`src/rtl/fetch_queue.sv`:
```
`default_nettype none
// ============================================================================
// Module   : fetch_queue
// Purpose  : Instruction-fetch stage owning the PC, issuing sequential
//            requests to a 1-cycle-latency memory and buffering the returned
//            {inst, pc} pairs in a DEPTH-entry FIFO drained by decode.
// Revision : 1.0  initial release
// ============================================================================
module fetch_queue #(
    parameter int              XLEN     = 32,
    parameter int              DEPTH    = 4,
    parameter logic [XLEN-1:0] RESET_PC = '0
) (
    input  logic                       clk,
    input  logic                       reset,
    output logic                       imem_req,
    output logic [XLEN-1:0]            imem_addr,
    input  logic [31:0]                imem_rdata,
    input  logic                       redirect,
    input  logic [XLEN-1:0]            redirect_pc,
    output logic                       inst_valid,
    input  logic                       inst_ready,
    output logic [31:0]                inst,
    output logic [XLEN-1:0]            inst_pc,
    output logic [XLEN-1:0]            inst_pc4,
    output logic [$clog2(DEPTH+1)-1:0] count
);

    localparam int             CNT_W   = $clog2(DEPTH + 1);
    localparam int             PTR_W   = $clog2(DEPTH);
    localparam logic [CNT_W:0] C_DEPTH = (CNT_W + 1)'(DEPTH);

    logic [XLEN-1:0]  pc_q,         pc_d;
    logic             pending_q,    pending_d;
    logic [XLEN-1:0]  pending_pc_q, pending_pc_d;
    logic [PTR_W-1:0] rd_ptr_q,     rd_ptr_d;
    logic [PTR_W-1:0] wr_ptr_q,     wr_ptr_d;
    logic [CNT_W-1:0] count_q,      count_d;

    logic [31:0]      inst_mem_q [DEPTH];
    logic [XLEN-1:0]  pc_mem_q   [DEPTH];

    logic [CNT_W:0]   inflight;
    logic             issue;
    logic             push;
    logic             pop;

    // Credit counts both stored entries and the response still in flight,
    // so a push can never land on a full queue.
    assign inflight = {1'b0, count_q} + {{CNT_W{1'b0}}, pending_q};
    assign issue    = reset && !redirect && (inflight < C_DEPTH);
    assign push     = pending_q && !redirect;
    assign pop      = inst_valid && inst_ready;

    assign imem_req   = issue;
    assign imem_addr  = pc_q;
    assign inst_valid = (count_q != '0) && !redirect;
    assign inst       = inst_mem_q[rd_ptr_q];
    assign inst_pc    = pc_mem_q[rd_ptr_q];
    assign inst_pc4   = inst_pc + XLEN'(4);
    assign count      = count_q;

    always_comb begin
        pc_d         = pc_q;
        pending_d    = 1'b0;
        pending_pc_d = pending_pc_q;
        rd_ptr_d     = rd_ptr_q;
        wr_ptr_d     = wr_ptr_q;
        count_d      = count_q;

        if (redirect) begin
            pc_d     = redirect_pc;
            rd_ptr_d = '0;
            wr_ptr_d = '0;
            count_d  = '0;
        end else begin
            if (issue) begin
                pc_d         = pc_q + XLEN'(4);
                pending_d    = 1'b1;
                pending_pc_d = pc_q;
            end
            if (push) begin
                wr_ptr_d = wr_ptr_q + PTR_W'(1);
            end
            if (pop) begin
                rd_ptr_d = rd_ptr_q + PTR_W'(1);
            end
            case ({push, pop})
                2'b10:   count_d = count_q + CNT_W'(1);
                2'b01:   count_d = count_q - CNT_W'(1);
                default: count_d = count_q;
            endcase
        end
    end

    always_ff @(posedge clk or negedge reset) begin
        if (!reset) begin
            pc_q         <= RESET_PC;
            pending_q    <= 1'b0;
            pending_pc_q <= RESET_PC;
            rd_ptr_q     <= '0;
            wr_ptr_q     <= '0;
            count_q      <= '0;
        end else begin
            pc_q         <= pc_d;
            pending_q    <= pending_d;
            pending_pc_q <= pending_pc_d;
            rd_ptr_q     <= rd_ptr_d;
            wr_ptr_q     <= wr_ptr_d;
            count_q      <= count_d;
        end
    end

    // Storage is intentionally left unreset; occupancy alone qualifies it.
    always_ff @(posedge clk) begin
        if (push) begin
            inst_mem_q[wr_ptr_q] <= imem_rdata;
            pc_mem_q[wr_ptr_q]   <= pending_pc_q;
        end
    end

endmodule
`default_nettype wire

```
`config.mk`:
```
export PLATFORM = sky130hd
export DESIGN_NAME = fetch_queue
export DESIGN_NICKNAME = d
export VERILOG_FILES = /design/src/rtl/fetch_queue.sv
export SDC_FILE = /design/constraint.sdc
export NUM_CORES = 1
export LEC_CHECK = 0
export ABC_AREA = 1
export ABC_CLOCK_PERIOD_IN_PS = 4700
export BUFFER_PORTS_ARGS = -buffer_cell sky130_fd_sc_hd__buf_4
export CAP_MARGIN = 20
export CORE_ASPECT_RATIO = 0.5
export CORE_MARGIN = 1.5
export CORE_UTILIZATION = 30
export CTS_CLUSTER_DIAMETER = 80
export DETAILED_ROUTE_END_ITERATION = 10
export HOLD_SLACK_MARGIN = 0.03
export PLACE_DENSITY = 0.53
export SKIP_LAST_GASP = 1
export SLEW_MARGIN = 20
export SYNTH_ARGS = -nofsm -noshare
export SYNTH_HDL_FRONTEND = slang
export SYNTH_SLANG_ARGS = --single-unit
export TNS_END_PERCENT = 50
```
`constraint.sdc`:
```
create_clock -name clk -period 4.7 [get_ports clk]
set_input_delay 0.705 -clock clk [delete_from_list [all_inputs] [get_ports clk]]
set_output_delay 0.705 -clock clk [all_outputs]
set_load 0.005 [all_outputs]
```
==> metrics.md, run 1 <==
| Metric | Value |
|---|---|
| Status | `completed` |
| FP Rows | `57` |
| P_leak | `7.41 nW` |
| Worst Setup EP | `inst_pc4[30]` |
| Max Clock Freq | `0.232 GHz` |
| Largest cells by area after synthesis | `edfxtp_1, nand2_1, dfrtp_1, nor2_1, o21ai_0` |
| Pwr dens | `402 mW/mm^2` |
| Final clock skew | `20.3 ps` |
| Die area | `0.0508 sq mm` |
| Routed via count | `10,942` |
| CP endpoint kind | `output port` |
| Chip Width | `317 um` |
| Root buf cell | `clkbuf_16` |
| DRT Pass-1 Iters | `5` |
| Synth Area in Adders | `0.643%` |
| Ys async rst share | `22.0%` |
| I/O pin count | `201` |
| Final Hold Vio Count | `0` |
| Met2 Use GR | `27.4%` |
| XOR/XNOR share of the synthesized area | `1.42%` |
| Per-cell routed wire length | `17.0 um` |
| Worst-path clk slew | `60 ps` |
| Max cap viols | `0` |
| Netlist Area Pre-Place | `0.0148 sq mm` |
| Vias in the first global route | `10,596` |
| Final ANT Viol Nets | `0` |
| Hold buffers post-CTS | `0` |
| DRC viols | `0` |
| Number of port buffers | `200` |
| Die H | `160 um` |
| Max Fanout on Critical Path | `44` |
| Routed vias/inst | `4.61` |
| RePlAce Congestion | `0.925` |
| Reg2Reg Setup Slack | `2440 ps` |
| Core area | `0.0486 sq mm` |
| Synthesized instance count | `1,511` |
| Initial antenna violation count | `0` |
| R2R Path End | `inst_mem_q[0][8]` |
| Simple-gate share of the synthesized area | `22.4%` |
| Met3 usage | `2.79%` |
| Maximum buffer depth of the clock tree | `3` |
| Antenna Diode Count | `0` |
| List of most frequent post-synthesis cells | `nand2_1, edfxtp_1, nor2_1` |
| Grt met1 use | `20.1%` |
| Synthesized net count | `1,586` |
| Initial Util | `30.4%` |
| Post-DP HPWL | `27.2 mm` |
| Syn Area/Cell | `9.79 sq um` |
| Leading area contributor after synthesis | `edfxtp_1` |
| Seq cells post-synth | `328` |
| FF-to-FF Start | `pending_q` |
| Placed Instances | `2,311` |
| Final period utilization | `91.9%` |
| Most common cell in the netlist | `nand2_1` |
| Fin Setup TNS | `0 ps` |
| H-tree depth | `2` |
| Post-synthesis mux area share | `0%` |
| Final std cells w/o fill | `2,375` |
| Largest family of logic cells by synthesized area | `simple AND/OR/NAND/NOR gates` |
| Number of flops mapped to enable cells by yosys | `256` |
| Layout area overhead | `22.4%` |
| Pin count of the biggest net entering global routing | `73` |
| Worst R2R Path Depth | `3` |
| Net count, final | `1,774` |
| Setup bufs post-CTS | `0` |
| HP Class | `input pin to flip-flop` |
| CTS tree | `built` |
| Clk sink count | `328` |
| Cts repair resizes | `0` |
| Synth Area in Compound Gates | `6.56%` |
| RSZ-0062 raised after global routing | `false` |
| Slew margin rel. | `34.0%` |
| Share of layout cells above drive strength 1 | `17.5%` |
| Share of the synthesized area in the top cell type | `51.9%` |
| Number of distinct library cells after synthesis | `40` |
| Gr busiest metal | `met2` |
| Total gr overflow | `0` |
| Initial DRC Count | `760` |
| First-pass GRT wire length | `61.9 mm` |
| Crit. Startpoint | `rd_ptr_q[0]` |
| Register area share after synthesis | `64.1%` |
| # setup viols final | `0` |
| Max-slew violations | `0` |
| Critical Path AT | `3610 ps` |
| Setup Crit Path Kind | `flip-flop to output port` |
| Type of origin of the critical path | `flip-flop` |
| Worst-margin pin slew | `990 ps` |
| CTS Buf Count | `35` |
| Worst-Skew Late Latency | `530 ps` |
| Final min period | `4320 ps` |
| Gr usage total | `15.9%` |
| Ys flop type | `edfxtp_1` |
| Drt total wl | `40.5 mm` |
| CP required | `3990 ps` |
| VDD IR max | `195 uV` |
| Synth warn | `0` |
power breakdown:
group | total (mW) | internal, mW | switching, mW
combinational | 1.13 | 0.456 | 0.670
sequential | 3.50 | 3.32 | 0.183
clock | 2.66 | 1.53 | 1.14
total | 7.29 | 5.30 | 1.99
how the worst min path moves through the flow:
stage,from,endpoint,slack (ps),cells after the start
CTS,imem_rdata[0],inst_mem_q[3][0],350,1
finish,imem_rdata[22],inst_mem_q[0][22],380,1
global route,imem_rdata[19],inst_mem_q[0][19],350,1
detailed placement,pending_pc_q[25],pc_mem_q[1][25],510,0
global placement,pending_pc_q[25],pc_mem_q[2][25],510,0
floorplan,reset,count[0],410,0
registers in the layout, summed over array words and instances, names as in the netlist:
signal / count
pending_q: 1
pending_pc_q: 32
inst_mem_q: 128
rd_ptr_q: 2
wr_ptr_q: 2
pc_mem_q: 128
imem_addr: 32
count: 3
critical path, stage by stage (launching register included):
cell,delay [ps]
dfrtp_4,680
inv_4,440
buf_4,430
nand2_1,120
nand2_1,80
nand2_1,50
nand2_1,170
nand2_1,130
nor2_1,260
nand2_1,80
nor2_1,260
nand2_1,90
nand2_1,60
nand2_1,50
buf_4,130
per-stage QoR:
step / area [sq um] / power (mW) / hold WS (ps) / setup WS, ps / utilization [%]
6_report: 18100 / 7.29 / 376 / 382 / 37.2
5_1_grt: 18100 / 7.64 / 346 / 110 / 37.2
4_1_cts: 18100 / 7.38 / 346 / 315 / 37.2
3_5_place_dp: 17000 / 4.70 / 506 / 903 / 35.0
3_3_place_gp: 17000 / 4.69 / 508 / 936 / 35.0
2_1_floorplan: 14800 / 4.09 / 409 / 548 / -
cell usage in the layout, fill, tap and decap left out, types with 2 or more instances in the layout:
cell type	Yosys	final
nor2_2	5	5
inv_2	2	2
nor2_4	2	6
or2_2	3	3
xor2_1	23	23
buf_4	6	211
o22ai_1	35	35
nand2_1	487	487
buf_12	0	6
clkbuf_1	37	8
nand3b_1	4	4
a21oi_1	7	7
nand3_1	104	104
inv_6	0	3
o221ai_1	5	5
nand2_2	11	11
ha_1	6	6
clkinv_2	0	8
edfxtp_1	256	256
nor2_1	174	170
dfrtp_1	72	70
nand4_1	15	15
o211ai_1	10	10
nor3_1	3	3
inv_1	95	95
o21ai_1	2	2
o21ai_0	111	111
clkinv_1	1	5
clkbuf_16	0	37
cell type report:
cell class | instances | area [sq um]
fillers | 4854 | 30500
flip-flops and latches | 328 | 9490
multi-input cells | 1018 | 4630
repair buffers | 217 | 1700
clock buffers | 46 | 970
well taps | 649 | 812
inverters | 99 | 374
clock inverters | 18 | 136
per-layer routing:
metal | part of all wire (%) | wire, um | vias to the layer above
met5 | 0 | 0 | -
met4 | 2.7 | 1100 | 0
met3 | 3.6 | 1450 | 65
met2 | 49 | 20000 | 177
met1 | 44 | 18000 | 5237
li1 | - | - | 5463
cells by family (layout without fill, tap and decap cells):
| family | after synthesis | in the layout |
|---|---|---|
| DFF | 328 | 328 |
| xor gates and xnor gates | 24 | 24 |
| and+or+nand+nor | 813 | 813 |
| AOI/OAI and AO/OA | 174 | 174 |
| buffers and inverters | 165 | 380 |
| adders and majority gates | 7 | 7 |
Note: power is estimated with default switching activity, not from simulation.
==> run 2, diff against run 1 <==
CORE_UTILIZATION = 50   (was 30)
PLACE_DENSITY = 0.77   (was 0.53)
==> run 2 against run 1 <==
Core utilization grew 23 points. Design area shrank 3.4%. Register-to-register slack worse by 90 ps. Routed wire length down 11%. Sequential power hardly changed. Combinational power about the same. Critical path type unchanged.
==> metrics.md, run 2 (synthesis gave the netlist of run 1 again) <==
| Metric | Value |
|---|---|
| Most frequent cells in the layout | `nand2_1, edfxtp_1, buf_4` |
| Slew margin rel. | `33.1% (-0.91 points)` |
| Routed via count | `11,185 (+2.2%)` |
| Delay-heaviest family, CP | `simple AND/OR/NAND/NOR gates` |
| Pwr dens | `392 mW/mm^2 (-2.6%)` |
| Setup Crit Path Kind | `flip-flop to output port` |
| Per-cell routed wire length | `17.0 um (about the same)` |
| CTS Buf Count | `29 (-17%)` |
| Worst-margin pin slew | `1000 ps (+13.6 ps)` |
| FF-to-FF Start | `count[2]` |
| Final period utilization | `92.5% (+0.64 points)` |
| Initial Util | `50.9% (+20 points)` |
| R2R Path End | `imem_addr[17]` |
| CTS tree | `built` |
| First-pass GRT wire length | `56.6 mm (-8.6%)` |
| CP endpoint kind | `output port` |
| Share of layout cells above drive strength 1 | `17.1% (-0.39 points)` |
| Initial DRC Count | `928 (+22%)` |
| Filler instances | `2,407 (-50%)` |
| Root buf cell | `clkbuf_16` |
| Hold Startpoint | `imem_rdata[26]` |
| Die area | `0.0307 sq mm (-40%)` |
| Antenna Diode Count | `0 (unchanged)` |
| HP Class | `input pin to flip-flop` |
| Max-slew violations | `0 (unchanged)` |
| Final min period | `4350 ps (+29.9 ps)` |
| DRC viols | `0 (unchanged)` |
| Maximum buffer depth of the clock tree | `3 (unchanged)` |
| Finished Cell Area | `0.0175 sq mm (-3.4%)` |
| Worst R2R Path Depth | `7 (+4)` |
| Worst-Skew Late Latency | `560 ps (+30 ps)` |
| # setup viols final | `0 (unchanged)` |
| Clk sink count | `328 (unchanged)` |
| Fin Setup TNS | `0 ps (unchanged)` |
| CP max stage cell | `dfrtp_4` |
| Gr usage total | `23.5% (+7.6 points)` |
| Biggest regs | `inst_mem_q (128), pc_mem_q (128)` |
| Worst-path clk slew | `70 ps (about the same)` |
| Final clock skew | `21.6 ps (+1.25 ps)` |
| Core area | `0.0291 sq mm (-40%)` |
| Initial antenna violation count | `0 (unchanged)` |
| Die H | `125 um (-22%)` |
| Reg2Reg Setup Slack | `2350 ps (-90 ps)` |
| Final ANT Viol Nets | `0 (unchanged)` |
| Routed vias/inst | `5.32 (+15%)` |
| Worst Hold Path Cells | `1 (unchanged)` |
| Most common cell after layout, fill and taps aside | `nand2_1` |
| Net count, final | `1,766 (-0.45%)` |
| CP required | `3990 ps (about the same)` |
| Max Clock Freq | `0.230 GHz (-0.69%)` |
| RePlAce Congestion | `0.942 (+1.8%)` |
| Buf+Inv Stages, Crit Path | `3 (unchanged)` |
| Chip Width | `246 um (-22%)` |
| P_leak | `7.27 nW (-1.9%)` |
| Critical Path, Cell by Cell | `inv_4 > buf_4 > nand2_1 > nand2_1 > nand2_1 > nand2_1 > nand2_1 > nor2_1 > nand2_1 > nor2_1 > nand2_1 > nand2_1 > nand2_1 > buf_4` |
| DRT Pass-1 Iters | `6 (+1)` |
| Type of origin of the critical path | `flip-flop` |
| Slowest stage delay, CP | `690 ps (about the same)` |
| Total gr overflow | `0 (unchanged)` |
| Max cap viols | `0 (unchanged)` |
| Cts repair resizes | `0 (unchanged)` |
| WHS Endpoint | `inst_mem_q[0][26]` |
| Number of port buffers | `200 (unchanged)` |
| Pin count of the biggest net entering global routing | `85 (+16%)` |
| VDD IR max | `308 uV (+58%)` |
| Critical Path AT | `3640 ps (+30 ps)` |
| Design Power | `6.86 mW (-5.8%)` |
| Layout area overhead | `18.3%` |
| CP most frequent cell | `nand2_1` |
| Vias in the first global route | `10,672 (+0.72%)` |
| Drt total wl | `35.8 mm (-11%)` |
| RSZ-0062 raised after global routing | `false` |
| Final Hold Vio Count | `0 (unchanged)` |
| H-tree depth | `1 (-1)` |
| Setup bufs post-CTS | `0 (unchanged)` |
| FP Rows | `44 (-23%)` |
| Post-DP HPWL | `23.5 mm (-14%)` |
| Hold buffers post-CTS | `0 (unchanged)` |
| Status | `completed` |
| Max Fanout on Critical Path | `58 (+32%)` |
| I/O pin count | `201 (unchanged)` |
| Cell Area, Placed | `0.0166 sq mm (-2.4%)` |
==> run 2: cell count changes in the layout (fill, tap and decap cells not counted), sizes merged <==
| cell | before | now |
|---|---|---|
| clkbuf | 46 | 35 |
| clkinvlp | 0 | 3 |
| buf | 217 | 215 |
| inv | 101 | 99 |
| clkinv | 15 | 14 |
==> run 2: metal layers <==
| layer | GRT usage [%] | share of wire [%] | routed length (um) | up-vias |
|---|---|---|---|---|
| met5 | 0 | 0 | 0 | - |
| met4 | 7.46 | 3.3 | 1180 | 0 |
| met3 | 3.17 | 5.7 | 2050 | 82 |
| met2 | 39.4 | 48 | 17300 | 357 |
| met1 | 31.8 | 43 | 15300 | 5302 |
| li1 | - | - | - | 5444 |
==> run 2: area by class of cell <==
cell class | instances | area, sq um | area share (%)
repair buffers | 215 | 1630 | 9.29
inverters | 99 | 374 | 2.14
flip-flops and latches | 328 | 9490 | 54.2
well taps | 391 | 489 | 2.79
clock buffers | 35 | 768 | 4.39
multi-input cells | 1018 | 4630 | 26.4
clock inverters | 18 | 129 | 0.736
==> run 2: how the worst max path moves through the flow <==
stage | to | start | cells after the start | slack (ps)
finish | inst_pc4[30] | rd_ptr_q[0] | 14 | 350
global route | inst_pc4[30] | rd_ptr_q[0] | 14 | 130
CTS | inst_pc4[30] | rd_ptr_q[0] | 14 | 430
detailed placement | inst_pc4[30] | rd_ptr_q[0] | 14 | 1010
global placement | inst_pc4[30] | rd_ptr_q[0] | 14 | 1090
floorplan | inst_mem_q[0][0] | redirect | 3 | 550
==> run 2: worst register-to-register path: stages (launching register included) <==
cell	delay, ps
dfrtp_1	400
inv_1	120
nand4_1	510
clkinv_1	280
buf_4	410
nand2_1	160
or2_2	320
nand4_1	70
==> run 2: stage by stage <==
stage          worst slack [ps]  util, %  cells  hold WS (ps)
2_1_floorplan               548        -   1511           409
3_3_place_gp               1090     57.1   2051           501
3_5_place_dp               1010     57.1   2051           502
4_1_cts                     430     60.2   2104           335
5_1_grt                     126     60.2   2104           335
6_report                    353     60.2   2104           354
==> run 2: report_power, final <==
group,internal [mW],switching (mW)
registers,3.31,0.183
clock network,1.22,1.04
logic,0.449,0.655
total,4.99,1.87
